===== config.mk =====
export PLATFORM = sky130hd
export DESIGN_NAME = maxpool_stream
export DESIGN_NICKNAME = d
export VERILOG_FILES = /design/src/rtl/maxpool_pkg.sv /design/src/rtl/maxpool_max4.sv /design/src/rtl/maxpool_stream.sv
export SDC_FILE = /design/constraint.sdc
export NUM_CORES = 1
export LEC_CHECK = 0
export ABC_AREA = 1
export CORE_MARGIN = 2
export CORE_UTILIZATION = 54
export CTS_CLUSTER_SIZE = 20
export DETAILED_ROUTE_END_ITERATION = 10
export MAX_ROUTING_LAYER = met4
export PLACE_DENSITY = 0.76
export SYNTH_ARGS = -nofsm -noshare
export SYNTH_HDL_FRONTEND = slang
export SYNTH_HIERARCHICAL = 1
export SYNTH_SLANG_ARGS = --single-unit
export TNS_END_PERCENT = 10

===== constraint.sdc =====
create_clock -name clk -period 4.1 [get_ports clk]
set_input_delay 1.025 -clock clk [delete_from_list [all_inputs] [get_ports clk]]
set_output_delay 1.025 -clock clk [all_outputs]
set_load 0.005 [all_outputs]

===== src/rtl/maxpool_pkg.sv =====
`default_nettype none
// ============================================================================
// Module      : maxpool_pkg
// Description : Shared types, default sizing and element compare helper for
//               the streaming 2x2 / stride-2 max-pool engine.
// Revision    : 1.0 - initial release
// ============================================================================
package maxpool_pkg;

    // Frame sequencing: IDLE waits for start, EVEN fills the line buffer,
    // ODD pools against it, DRAIN waits for the last pooled beat to leave.
    typedef enum logic [1:0] {
        IDLE  = 2'd0,
        EVEN  = 2'd1,
        ODD   = 2'd2,
        DRAIN = 2'd3
    } state_t;

    // Default geometry of the engine.
    localparam int DEF_BITS  = 8;
    localparam int DEF_LANES = 4;
    localparam int WORD      = DEF_BITS * DEF_LANES;
    localparam int OWORD     = WORD / 2;

    // Widest element the compare helper handles.
    localparam int MAX2_W    = 32;

    // Element compare: returns 1 when a >= b, so the caller keeps a.
    // Operands are zero-extended elements of 'bits' width. For a signed
    // compare, flipping the element sign bit maps two's-complement order
    // onto unsigned order, which lets one magnitude comparator serve both.
    function automatic logic max2(
        input logic [MAX2_W-1:0] a,
        input logic [MAX2_W-1:0] b,
        input int unsigned       bits,
        input logic              is_signed
    );
        logic [MAX2_W-1:0] flip;
        logic [MAX2_W-1:0] ka;
        logic [MAX2_W-1:0] kb;
        flip = is_signed ? (MAX2_W'(1) << (bits - 1)) : '0;
        ka   = a ^ flip;
        kb   = b ^ flip;
        return (ka >= kb);
    endfunction

endpackage : maxpool_pkg
`default_nettype wire


===== src/rtl/maxpool_max4.sv =====
`default_nettype none
// ============================================================================
// Module      : maxpool_max4
// Description : Combinational maximum of four elements (one 2x2 window).
// Revision    : 1.0 - initial release
// ============================================================================
module maxpool_max4
    import maxpool_pkg::*;
#(
    parameter int BITS   = 8,
    parameter int SIGNED = 0
) (
    input  logic [BITS-1:0] a_i,
    input  logic [BITS-1:0] b_i,
    input  logic [BITS-1:0] c_i,
    input  logic [BITS-1:0] d_i,
    output logic [BITS-1:0] y_o
);

    logic [BITS-1:0] w_ab;
    logic [BITS-1:0] w_cd;

    // Two-level tree: pair maxima first, then the winner of the pairs.
    always_comb begin
        w_ab = max2(MAX2_W'(a_i), MAX2_W'(b_i), BITS, SIGNED != 0) ? a_i : b_i;
        w_cd = max2(MAX2_W'(c_i), MAX2_W'(d_i), BITS, SIGNED != 0) ? c_i : d_i;
        y_o  = max2(MAX2_W'(w_ab), MAX2_W'(w_cd), BITS, SIGNED != 0) ? w_ab : w_cd;
    end

endmodule : maxpool_max4
`default_nettype wire


===== src/rtl/maxpool_stream.sv =====
`default_nettype none
// ============================================================================
// Module      : maxpool_stream
// Description : Streaming 2x2, stride-2 max-pool. Even rows are parked in a
//               single-row line buffer; each odd-row word is pooled against
//               the buffered word above it and emitted as a half-width word.
// Revision    : 1.0 - initial release
// ============================================================================
module maxpool_stream
    import maxpool_pkg::*;
#(
    parameter int BITS   = DEF_BITS,
    parameter int LANES  = DEF_LANES,
    parameter int MAX_W  = 32,
    parameter int SIGNED = 0
) (
    input  logic                           clk,
    input  logic                           rst_n,
    input  logic                           start,
    input  logic [$clog2(MAX_W+1)-1:0]     width,
    input  logic [15:0]                    height,
    input  logic                           in_valid,
    output logic                           in_ready,
    input  logic [BITS*LANES-1:0]          in_data,
    output logic                           out_valid,
    input  logic                           out_ready,
    output logic [BITS*LANES/2-1:0]        out_data,
    output logic                           busy,
    output logic                           done,
    output logic                           err
);

    localparam int WORD_W  = BITS * LANES;
    localparam int OWORD_W = WORD_W / 2;
    localparam int WPR     = MAX_W / LANES;               // words per row, max
    localparam int CW      = (WPR > 1) ? $clog2(WPR) : 1;

    // ------------------------------------------------------------------------
    // State and datapath registers
    // ------------------------------------------------------------------------
    state_t               state_q;
    logic [CW-1:0]        col_q;
    logic [CW-1:0]        last_col_q;
    logic [15:0]          row_q;
    logic [15:0]          height_q;
    logic                 out_valid_q;
    logic [OWORD_W-1:0]   out_data_q;
    logic                 busy_q;
    logic                 done_q;
    logic                 err_q;
    logic [WORD_W-1:0]    linebuf_q [WPR];

    // ------------------------------------------------------------------------
    // Combinational helpers
    // ------------------------------------------------------------------------
    logic                 w_in_ready;
    logic                 w_in_fire;
    logic                 w_out_fire;
    logic                 w_row_end;
    logic                 w_cfg_ok;
    logic [CW-1:0]        w_last_col;
    logic [CW-1:0]        col_d;
    logic [15:0]          row_d;
    logic [WORD_W-1:0]    w_buf_word;
    logic [OWORD_W-1:0]   w_pooled;

    // Input acceptance by state; in ODD a stalled result blocks new words
    // unless it is leaving this very cycle.
    always_comb begin
        w_in_ready = 1'b0;
        unique case (state_q)
            EVEN:    w_in_ready = 1'b1;
            ODD:     w_in_ready = !out_valid_q || out_ready;
            default: w_in_ready = 1'b0;
        endcase
    end

    assign w_in_fire  = in_valid && w_in_ready;
    assign w_out_fire = out_valid_q && out_ready;
    assign w_row_end  = (col_q == last_col_q);
    assign col_d      = col_q + 1'b1;
    assign row_d      = row_q + 16'd2;
    assign w_buf_word = linebuf_q[col_q];

    // Frame configuration check and the last word index of a row.
    assign w_cfg_ok   = (width != '0)
                     && (32'(width) <= MAX_W)
                     && ((32'(width) % LANES) == 0)
                     && (height != 16'd0)
                     && !height[0];
    assign w_last_col = CW'((32'(width) / LANES) - 1);

    // ------------------------------------------------------------------------
    // One 2x2 window per output lane: lanes 2k/2k+1 of the incoming word and
    // of the buffered word directly above it.
    // ------------------------------------------------------------------------
    for (genvar k = 0; k < LANES/2; k++) begin : g_lane
        maxpool_max4 #(
            .BITS   (BITS),
            .SIGNED (SIGNED)
        ) u_max4 (
            .a_i (in_data   [WORD_W-1-(2*k)*BITS   -: BITS]),
            .b_i (in_data   [WORD_W-1-(2*k+1)*BITS -: BITS]),
            .c_i (w_buf_word[WORD_W-1-(2*k)*BITS   -: BITS]),
            .d_i (w_buf_word[WORD_W-1-(2*k+1)*BITS -: BITS]),
            .y_o (w_pooled  [OWORD_W-1-k*BITS      -: BITS])
        );
    end

    // Line buffer: captures the even row; contents are don't-care at reset.
    always_ff @(posedge clk) begin
        if (state_q == EVEN && w_in_fire) begin
            linebuf_q[col_q] <= in_data;
        end
    end

    // Frame sequencer with registered output stage and status pulses.
    always_ff @(posedge clk or negedge rst_n) begin
        if (!rst_n) begin
            state_q     <= IDLE;
            col_q       <= '0;
            last_col_q  <= '0;
            row_q       <= 16'd0;
            height_q    <= 16'd0;
            out_valid_q <= 1'b0;
            out_data_q  <= '0;
            busy_q      <= 1'b0;
            done_q      <= 1'b0;
            err_q       <= 1'b0;
        end else begin
            done_q <= 1'b0;
            err_q  <= 1'b0;

            // Output stage: a new pooled word overrides the retire of the
            // previous one, so back-to-back results carry no bubble.
            if (w_out_fire) begin
                out_valid_q <= 1'b0;
            end
            if (state_q == ODD && w_in_fire) begin
                out_valid_q <= 1'b1;
                out_data_q  <= w_pooled;
            end

            unique case (state_q)
                IDLE: begin
                    if (start) begin
                        if (w_cfg_ok) begin
                            height_q   <= height;
                            last_col_q <= w_last_col;
                            col_q      <= '0;
                            row_q      <= 16'd0;
                            busy_q     <= 1'b1;
                            state_q    <= EVEN;
                        end else begin
                            err_q <= 1'b1;
                        end
                    end
                end
                EVEN: begin
                    if (w_in_fire) begin
                        if (w_row_end) begin
                            col_q   <= '0;
                            state_q <= ODD;
                        end else begin
                            col_q <= col_d;
                        end
                    end
                end
                ODD: begin
                    if (w_in_fire) begin
                        if (w_row_end) begin
                            col_q   <= '0;
                            row_q   <= row_d;
                            state_q <= (row_d == height_q) ? DRAIN : EVEN;
                        end else begin
                            col_q <= col_d;
                        end
                    end
                end
                DRAIN: begin
                    if (!out_valid_q || w_out_fire) begin
                        done_q  <= 1'b1;
                        busy_q  <= 1'b0;
                        state_q <= IDLE;
                    end
                end
                default: state_q <= IDLE;
            endcase
        end
    end

    assign in_ready  = w_in_ready;
    assign out_valid = out_valid_q;
    assign out_data  = out_data_q;
    assign busy      = busy_q;
    assign done      = done_q;
    assign err       = err_q;

endmodule : maxpool_stream
`default_nettype wire


==> qor.csv, run 1 <==
stage,metric,value,unit
worst_setup_path,WP data required,4510,ps
placed_design,dpl cell area,16420,µm²
yosys,synth unique cells,37,
yosys,syn_area_per_cell,10.88,µm²
floorplanning,top-level port count,80,
worst_setup_path,CP Class,flop to flop,
floorplanning,Die X,168.7,µm
placed_design,Post-DP HPWL,22.49,mm
cells_and_area,fin cells,1893,
detailed_routing,drc violations,0,
cells_and_area,Final Instance Area,17870,µm²
yosys,Synth Flop Type,edfxtp_1,
min_path,Hold Path Depth,1,
pwr,worst vdd ir,0.0003388,V
cells_and_area,"most common cell after layout, fill and taps aside",nand2_1,
detailed_routing,routed via count,10820,
clocking,CTS tree,built,
timing,Final Critical Period,3933,ps
cells_and_area,fraction of layout cells with a size suffix above 1,14.50,%
worst_setup_path,startpoint type of the worst setup path,flop,
floorplanning,starting density of the core,54.62,%
timing,Worst-Margin Slew,1107,ps
worst_setup_path,r2r startpoint,col_q[1],
worst_setup_path,crit path capture type,flop,
yosys,Synth Cell Area,14640,µm²
clocking,clk root buf,clkbuf_16,
min_path,worst min-delay path class,flop to flop,
yosys,Post-synth EDFFs,256,
detailed_routing,Initial DRC Count,1010,
detailed_routing,1st-pass router iterations,5,
clocking,CTS buffer count,34,
worst_setup_path,critical path peak fanout,16,
global_route,vias in the first global route,10630,
timing,hold_ws,470.6,ps
clocking,H-tree levels,2,
worst_setup_path,CP Data Arrival Time,4340,ps
timing,clk_skew,22.81,ps
cells_and_area,fin nets,1641,
timing,Fin. Hold Viols,0,
yosys,syn_nets,1459,
min_path,Hold Startpoint,out_valid,
clocking,Worst-Skew Late Latency,520,ps
timing,period utilization,95.94,%
timing,fmax,254.2,MHz
yosys,Cells after Synth,1345,
worst_setup_path,"reg-to-reg slack, setup",170,ps
cells_and_area,Final Util,66.67,%
pwr,Leak,7.261,nW
global_route,first-pass GRT wire length,55.90,mm
global_route,Global Route Usage Sum,26.00,%
timing,# setup viols final,0,
clocking,Worst-path clk slew,60,ps
yosys,post-synthesis sequential area ratio,62.60,%
timing,fin. max-slew vios,0,
timing,Final TNS setup,0,ps
clocking,CTS sink count,315,
floorplanning,die height,168.7,µm
yosys,Synth area leader,edfxtp_1,
placed_design,routability cong.,0.8835,
worst_setup_path,worst reg2reg path depth,23,
floorplanning,die area,28440,µm²
yosys,YS warnings,6,
yosys,share of the synthesized area in the top cell type,52.51,%
global_route,initial antenna violation count,0,
floorplanning,Rows,60,
yosys,synth top area cells,"edfxtp_1 53%, dfrtp_1 10%, nand2_1 9.2%, ha_1 4.7%, inv_1 3.6%",
cells_and_area,n_diodes,0,
floorplanning,core footprint,26800,µm²
detailed_routing,remaining antenna violation count after routing,0,
detailed_routing,vias per cell,5.715,
clocking,Clock Path Buffers,3,
min_path,WHS Endpoint,done,
run_status,status,"finished, final reports clean",
timing,Max-Slew Margin vs Limit,26.23,%
yosys,#FFs+latches synth,315,
cells_and_area,area grow syn2layout,22.06,%
placed_design,placed insts,1804,
detailed_routing,wire length per cell,19.20,µm
pwr,Power Density,665.2,nW/µm²
global_route,GRT overflow,0,
yosys,async set or reset register ratio after synthesis,18.73,%
detailed_routing,Routed Wire Length,36.35,mm
worst_setup_path,RR Endpoint,out_data[7],
cells_and_area,"commonest non-fill, non-tap cells in the layout","358 x nand2_1, 256 x edfxtp_1, 139 x inv_1, 86 x nand3_1, 85 x buf_4",
placed_design,Port Buf Inserts,79,
job,Max-Cap Viols,0,
global_route,largest net degree at the start of global routing,44,
-- registers in the layout, indices dropped and copies added (netlist names), 2 cells and up --
| name | count |
|---|---|
| state_q | 2 |
| last_col_q | 3 |
| col_q | 3 |
| height_q | 16 |
| linebuf_q | 256 |
| out_data | 16 |
| row_q | 15 |
-- final cells by class --
type	count	area, µm²
tap	341	426.7
sequential	315	9168
fill	1906	8932
multi-input combinational	844	4876
inverter	149	566.8
clock buffer	44	909.6
timing repair buffer	183	1732
clock inverter	17	190.2
-- synth_stat cells (3+ instances only) --
library cell,instances
nor3_1,3
a221oi_1,19
buf_4,6
o21ai_0,27
and2_1,16
nand3_4,4
edfxtp_1,256
nor3_2,4
nor2_1,59
dfrtp_1,59
inv_1,142
nand4_1,61
clkbuf_1,12
o21ai_1,14
a21oi_1,26
nand2_1,358
a21o_1,4
a22oi_1,38
a22o_1,24
nor2_2,9
inv_2,6
nand3_1,88
xnor2_1,4
nor2_4,4
buf_2,17
nand2_2,8
a221oi_2,7
ha_1,55
-- what timing repair did --
action,CTS,global route
gates cloned,0,3
setup buffers,2,23
resized for setup,3,29
pin swaps,1,14
setup endpoints to repair,15,16
hold buffers,0,0
-- logic make-up (layout without fill, tap and decap cells) --
family | Yosys count | count (layout) | share of synthesized area (%)
fa+ha+maj | 55 | 55 | 4.701
flops | 315 | 315 | 62.60
xor+xnor | 6 | 6 | 0.3590
compound gates | 163 | 163 | 7.957
buf+inv | 186 | 393 | 5.171
simple gates | 620 | 620 | 19.21
-- worst max-delay path by stage --
stage,start,slack [ps],cells after the start,end
3_5_place_dp,col_q[1],-80,25,out_data[12]
5_1_grt,col_q[1],-60,23,out_data[3]
4_1_cts,col_q[2],60,26,out_data[13]
2_1_floorplan,in_valid,-640,2,linebuf_q[6][0]
3_3_place_gp,col_q[1],-7,25,out_data[14]
6_report,col_q[1],170,23,out_data[7]
-- per-layer routing --
metal / vias up / global-route usage (%) / routed length (µm)
met5: - / - / 0
met3: 76 / 3.694 / 2492
met4: 0 / 10.16 / 1024
met1: 5235 / 34.40 / 15500
met2: 423 / 41.22 / 17330
li1: 5085 / - / -
-- power breakdown --
part | internal (W) | switching [W] | leakage (nW)
logic | 0.00201 | 0.00294 | 3.67
clock network | 0.00182 | 0.00121 | 0.539
registers | 0.00375 | 0.000159 | 3.05
total | 0.00758 | 0.00431 | 7.26
-- metrics by stage --
stage / setup slack, ps / total power, W
6_report: 166.5 / 0.01189
5_1_grt: -62.30 / 0.01264
4_1_cts: 64.82 / 0.01158
3_5_place_dp: -80.99 / 0.008533
3_3_place_gp: -7.111 / 0.008437
2_1_floorplan: -642.6 / 0.007089
-- worst max-delay path, cell delays in order (launching register included) --
cell	delay, ps
dfrtp_2	470
buf_4	180
nor3_4	50
buf_4	150
buf_6	180
a22o_1	270
a221oi_2	200
nand4_1	190
ha_1	330
nand2_1	60
o21a_2	260
buf_4	160
nand3_1	120
nand2_1	70
ha_1	300
a21oi_1	170
nand2_1	80
nand2_1	100
nand3_4	90
buf_4	150
nand3_1	90
nand2_1	60
nand2_1	70
nand2_1	50
Power figures use the tool's default switching activity.
==> inputs of run 2 (changes only) <==
Settings changed: CTS_CLUSTER_SIZE 20 to 25, PLACE_DENSITY 0.76 to 0.83.
==> qor.csv, run 2 (synthesized netlist as in run 1, its figures left out) <==
stage,metric,value,unit,change
run_status,status,"finished, final reports clean",,
clocking,CTS buffer count,34,,unchanged
worst_setup_path,critical path peak fanout,30,,+14
floorplanning,core footprint,26800,µm²,unchanged
worst_setup_path,Top Family by Delay on Critical Path,simple AND/OR/NAND/NOR gates,,
floorplanning,Die X,168.7,µm,unchanged
floorplanning,starting density of the core,54.62,%,unchanged
cells_and_area,area grow syn2layout,21.82,%,
placed_design,routability cong.,0.9029,,+2.2%
placed_design,Post-DP HPWL,23.13,mm,+2.8%
pwr,Leak,7.229,nW,-0.44%
job,Max-Cap Viols,0,,unchanged
detailed_routing,Routed Wire Length,37.40,mm,+2.9%
detailed_routing,1st-pass router iterations,7,,+2
worst_setup_path,CP dominant cell by count,nand2_1,,
cells_and_area,footprint of the multi-input gates,4896,µm²,+0.41%
cells_and_area,max FFs per register,256,,unchanged
worst_setup_path,CP Buf/Inv Count,3,,-2
clocking,Worst-Skew Late Latency,530,ps,about the same
floorplanning,die height,168.7,µm,unchanged
timing,Fin. Hold Viols,0,,unchanged
worst_setup_path,Slowest Stage Delay on Critical Path,460,ps,about the same
global_route,largest net degree at the start of global routing,45,,+2.3%
worst_setup_path,startpoint type of the worst setup path,flop,,
pwr,worst vdd ir,0.0003633,V,+7.2%
min_path,WHS Endpoint,out_data[10],,
timing,period utilization,97.29,%,+1.4 points
worst_setup_path,WP data required,4510,ps,about the same
worst_setup_path,RR Endpoint,out_data[12],,
detailed_routing,Initial DRC Count,1346,,+33%
placed_design,Port Buf Inserts,79,,unchanged
detailed_routing,routed via count,10980,,+1.5%
min_path,Hold Path Depth,2,,+1
global_route,initial antenna violation count,0,,unchanged
timing,clk_skew,24.84,ps,+2.034 ps
clocking,Clock Path Buffers,3,,unchanged
global_route,GRT overflow,0,,unchanged
detailed_routing,remaining antenna violation count after routing,0,,unchanged
worst_setup_path,CP Class,flop to flop,,
cells_and_area,fin cells,1896,,+0.16%
worst_setup_path,worst reg2reg path depth,25,,+8.7%
detailed_routing,drc violations,0,,unchanged
pwr,Power Density,676.5,nW/µm²,+1.7%
placed_design,placed insts,1815,,+0.61%
clocking,H-tree levels,2,,unchanged
timing,fmax,250.7,MHz,-1.4%
worst_setup_path,"reg-to-reg slack, setup",110,ps,-60 ps
clocking,CTS tree,built,,
floorplanning,Rows,60,,unchanged
pwr,Pwr Total,0.01206,W,+1.5%
worst_setup_path,crit path capture type,flop,,
global_route,Global Route Usage Sum,26.75,%,+0.75 points
timing,# setup viols final,0,,unchanged
timing,Final Critical Period,3989,ps,+55.59 ps
floorplanning,die area,28440,µm²,unchanged
cells_and_area,"most common cell after layout, fill and taps aside",nand2_1,,
timing,Max-Slew Margin vs Limit,25.37,%,-0.87 points
floorplanning,top-level port count,80,,unchanged
clocking,CTS sink count,315,,unchanged
clocking,Worst-path clk slew,60,ps,about the same
timing,hold_ws,473.6,ps,+3.002 ps
min_path,Hold Startpoint,out_data[10],,
cells_and_area,fin nets,1643,,+0.12%
worst_setup_path,r2r startpoint,col_q[0],,
global_route,first-pass GRT wire length,57.45,mm,+2.8%
timing,fin. max-slew vios,0,,unchanged
cells_and_area,Reg area,9166,µm²,about the same
min_path,worst min-delay path class,flop to flop,,
timing,RSZ-0062 raised after global routing,yes,,
worst_setup_path,slowest cell on the critical path,dfrtp_2,,
clocking,clk root buf,clkbuf_16,,
timing,Worst-Margin Slew,1119,ps,+12.98 ps
cells_and_area,Reg with most FFs,linebuf_q,,
cells_and_area,fraction of layout cells with a size suffix above 1,14.73,%,+0.23 points
worst_setup_path,CP Data Arrival Time,4400,ps,+60 ps
detailed_routing,wire length per cell,19.73,µm,+2.7%
detailed_routing,vias per cell,5.791,,+1.3%
cells_and_area,n_diodes,0,,unchanged
cells_and_area,fillers,1892,,-0.73%
global_route,vias in the first global route,10810,,+1.7%
cells_and_area,"commonest non-fill, non-tap cells in the layout","357 x nand2_1, 256 x edfxtp_1, 140 x inv_1, 94 x buf_4, 86 x nand3_1",,
==> run 2: changes by cell type in the layout (fill, tap and decap cells not counted), sizes merged <==
cell / before / now
clkinv: 14 / 17
clkbuf: 46 / 40
buf: 103 / 105
bufinv: 4 / 3
nand2: 368 / 369
inv: 148 / 151
clkinvlp: 0 / 1
==> run 2: power by group <==
part | switching [W] | total (W) | internal, W
clock | 0.00125 | 0.00298 | 0.00173
combinational | 0.00306 | 0.00517 | 0.00211
sequential | 0.000163 | 0.00391 | 0.00375
==> run 2: worst register-to-register path, cell delays in order, from the launching register on <==
cell and delay [ps]:
dfrtp_2 460, inv_1 170, nor3_4 70, buf_12 180, a22o_1 190, a221oi_1 230
nand4_1 240, ha_1 370, nand2_1 70, nand3_1 110, nand2_1 80, nand2_1 80
nand2_4 150, nand2_4 100, nand2_1 90, nand2_1 60, ha_1 290, a21oi_1 180
nor2_1 80, nor2_2 140, nand3_4 130, buf_12 150, nand3_1 70, nand2_1 50
nand2_1 70, nand2_1 50
==> run 2: per-layer routing <==
layer | track usage, % | vias to the layer above | wire (µm)
li1 | - | 5096 | -
met1 | 34.45 | 5276 | 15240
met2 | 44.09 | 529 | 18370
met3 | 4.138 | 79 | 2978
met4 | 8.583 | 0 | 809
met5 | - | - | 0
==> run 2: cell type report <==
cell class              instances  share of cell area [%]
flip-flops and latches        315                   51.40
multi-input cells             845                   27.45
repair buffers                184                   9.479
clock buffers                  39                   4.876
inverters                     149                   3.220
well taps                     341                   2.392
clock inverters                23                   1.179
==> run 2: how the worst max path moves through the flow <==
| stage | startpoint | to | slack (ps) | cells past startpoint |
|---|---|---|---|---|
| after floorplan | in_valid | linebuf_q[6][0] | -640 | 2 |
| after global placement | in_data[7] | out_data[1] | -70 | 17 |
| after detailed placement | in_data[7] | out_data[3] | -140 | 19 |
| after CTS | col_q[0] | out_data[6] | 20 | 28 |
| after global routing | col_q[1] | out_data[12] | -70 | 27 |
| final | col_q[0] | out_data[12] | 110 | 25 |
==> run 2: what timing repair did <==
action                     CTS  global route
buffers inserted             0            16
pin swaps                    0            13
setup endpoints to repair   13            16
gates resized for setup      3            29
hold buffers                 0             0
cloned                       0             3
==> run 2: stage by stage <==
step / util, % / setup TNS, ps / setup WS, ps / cell area [µm²]
final: 66.54 / 0 / 110.9 / 17830
after global routing: 66.54 / -667.9 / -72.24 / 17830
after CTS: 65.58 / 0 / 23.26 / 17580
after detailed placement: 61.52 / -982.7 / -144.0 / 16490
after global placement: 61.52 / -443.2 / -68.36 / 16490
after floorplan: - / -41130 / -642.6 / 14640
==> inputs of run 3 (changes only) <==
Settings changed: CAP_MARGIN from default to 0, CORE_ASPECT_RATIO from default to 1.75, SKIP_LAST_GASP from default to 1.
==> qor.csv, run 3 (synthesized netlist as in run 1, its figures left out) <==
stage,metric,value,unit,change
placed_design,Post-DP HPWL,25.07,mm,+8.4%
cells_and_area,Final Instance Area,17780,µm²,-0.28%
cells_and_area,max FFs per register,256,,unchanged
floorplanning,Rows,79,,+32%
cells_and_area,fillers,1823,,-3.6%
min_path,worst min-delay path class,flop to flop,,
floorplanning,starting density of the core,55.06,%,+0.43 points
timing,period utilization,98.92,%,+1.6 points
floorplanning,top-level port count,80,,unchanged
cells_and_area,area grow syn2layout,21.48,%,
min_path,Hold Startpoint,out_data[10],,
timing,Fin. Hold Viols,0,,unchanged
timing,RSZ-0062 raised after global routing,yes,,
clocking,CTS sink count,315,,unchanged
floorplanning,die area,28490,µm²,+0.18%
global_route,first-pass GRT wire length,58.79,mm,+2.3%
detailed_routing,remaining antenna violation count after routing,0,,unchanged
job,Max-Cap Viols,0,,unchanged
cells_and_area,"most common cell after layout, fill and taps aside",nand2_1,,
cells_and_area,fin nets,1633,,-0.61%
worst_setup_path,WP data required,4560,ps,+50 ps
floorplanning,Die X,128.5,µm,-24%
detailed_routing,routed via count,11330,,+3.2%
pwr,Power Density,667.5,nW/µm²,-1.3%
timing,clk_skew,25.87,ps,+1.026 ps
placed_design,routability cong.,0.9517,,+5.4%
detailed_routing,Routed Wire Length,39.88,mm,+6.6%
clocking,H-tree levels,1,,-1
placed_design,dpl cell area,16420,µm²,-0.42%
detailed_routing,Initial DRC Count,1003,,-25%
cells_and_area,"commonest non-fill, non-tap cells in the layout","350 x nand2_1, 256 x edfxtp_1, 136 x inv_1, 81 x nand3_1, 80 x buf_4",,
detailed_routing,1st-pass router iterations,5,,-2
floorplanning,core footprint,26590,µm²,-0.79%
clocking,clk root buf,clkbuf_16,,
placed_design,DP Worst Slack,-34.31,ps,+109.7 ps
timing,# setup viols final,0,,unchanged
clocking,Worst-path clk slew,70,ps,about the same
global_route,initial antenna violation count,0,,unchanged
timing,Final Critical Period,4056,ps,+66.51 ps
cells_and_area,Reg with most FFs,linebuf_q,,
worst_setup_path,r2r startpoint,col_q[0],,
global_route,largest net degree at the start of global routing,35,,-22%
cells_and_area,fin cells,1865,,-1.6%
floorplanning,die height,221.8,µm,+32%
timing,PnR worst setup slack,44.40,ps,-66.51 ps
global_route,Global Route Usage Sum,27.57,%,+0.82 points
worst_setup_path,crit path launch,col_q[0],,
cells_and_area,Reg area,9168,µm²,about the same
detailed_routing,vias per cell,6.073,,+4.9%
detailed_routing,drc violations,0,,unchanged
run_status,status,"finished, final reports clean",,
clocking,Clock Path Buffers,3,,unchanged
detailed_routing,wire length per cell,21.38,µm,+8.4%
worst_setup_path,CP Class,flop to flop,,
clocking,CTS buffer count,28,,-18%
cells_and_area,fraction of layout cells with a size suffix above 1,16.29,%,+1.6 points
timing,Worst-Margin Slew,734.0,ps,-385.4 ps
global_route,vias in the first global route,11430,,+5.8%
global_route,GRT overflow,0,,unchanged
cells_and_area,footprint of the multi-input gates,5014,µm²,+2.4%
timing,Max-Slew Margin vs Limit,50.95,%,+26 points
timing,fmax,246.6,MHz,-1.6%
placed_design,placed insts,1790,,-1.4%
worst_setup_path,CP Data Arrival Time,4520,ps,+120 ps
timing,fin. max-slew vios,0,,unchanged
cells_and_area,n_diodes,0,,unchanged
worst_setup_path,crit path capture type,flop,,
clocking,CTS tree,built,,
placed_design,Port Buf Inserts,79,,unchanged
worst_setup_path,critical path peak fanout,7,,-77%
clocking,Worst-Skew Late Latency,570,ps,+40 ps
pwr,Leak,7.157,nW,-1.0%
worst_setup_path,startpoint type of the worst setup path,flop,,
cells_and_area,Final Util,66.88,%,+0.34 points
pwr,worst vdd ir,0.0003936,V,+8.3%
-- run 3: cell types whose count changed in the layout (fill, tap and decap cells not counted), sizes merged --
| cell | before | now |
|---|---|---|
| buf | 105 | 99 |
| nand2 | 369 | 368 |
| clkinvlp | 1 | 6 |
| inv | 151 | 152 |
| clkinv | 17 | 12 |
| bufinv | 3 | 0 |
| clkbuf | 40 | 34 |
| nand3 | 92 | 93 |
-- run 3: layout make-up --
cell class	instances	share of cell area, %
Clock buffer	31	4.123
Clock inverter	21	0.8724
Inverter	149	3.229
Multi-Input combinational cell	845	28.19
Sequential cell	315	51.55
Tap cell	324	2.280
Timing Repair Buffer	180	9.752
-- run 3: path summary, 6_finish.rpt --
kind	endpoint	slack (ps)	cells after the start
min in group asynchronous	row_q[13]	480	1
max in group asynchronous	col_q[0]	2650	2
worst max-delay path	out_data[0]	40	25
worst min-delay path	out_data[10]	470	2
worst max register to register	out_data[0]	40	25
worst min register to register	out_data[10]	470	2
-- run 3: worst max-delay path: stages (launching register included) --
cell,delay (ps)
dfrtp_2,490
buf_6,170
nor3_4,60
buf_4,130
buf_4,130
a22o_1,170
a221oi_1,250
nand4_1,180
inv_1,130
ha_1,250
nand2_1,70
inv_1,40
nor2_1,140
o21a_2,210
buf_4,130
nand3_1,100
nand2_1,100
ha_1,240
a21o_1,200
nor2_2,150
nand3_4,140
buf_6,150
nand3_1,90
nand2_1,70
nand2_1,70
nand2_1,50
-- run 3: power by group --
group          internal, W  switching, W
Clock              0.00132       0.00121
Sequential         0.00374      0.000162
Combinational      0.00216       0.00327
-- run 3: metrics by stage --
stage,hold slack [ps],total power (W),TNS (ps)
global route,501.2,0.01252,-1726
finish,471.7,0.01187,0
CTS,473.5,0.01109,0
global placement,457.1,0.008414,0
detailed placement,455.4,0.008549,-179.8
floorplan,436.8,0.007089,-41130
-- run 3: metal layers --
layer / up-vias / global-route usage [%] / wire length, µm
met4: 0 / 17.51 / 2705
met3: 210 / 3.740 / 2877
met1: 5372 / 28.48 / 13140
met2: 658 / 48.42 / 21150
met5: - / - / 0
li1: 5087 / - / -
-- run 3: repair_timing --
action                     in CTS  in global routing
gates resized for setup         3                 65
gates cloned                    0                  4
pin swaps                       0                 30
buffers inserted                0                 19
hold buffers                    0                  0
setup endpoints to repair      14                 16
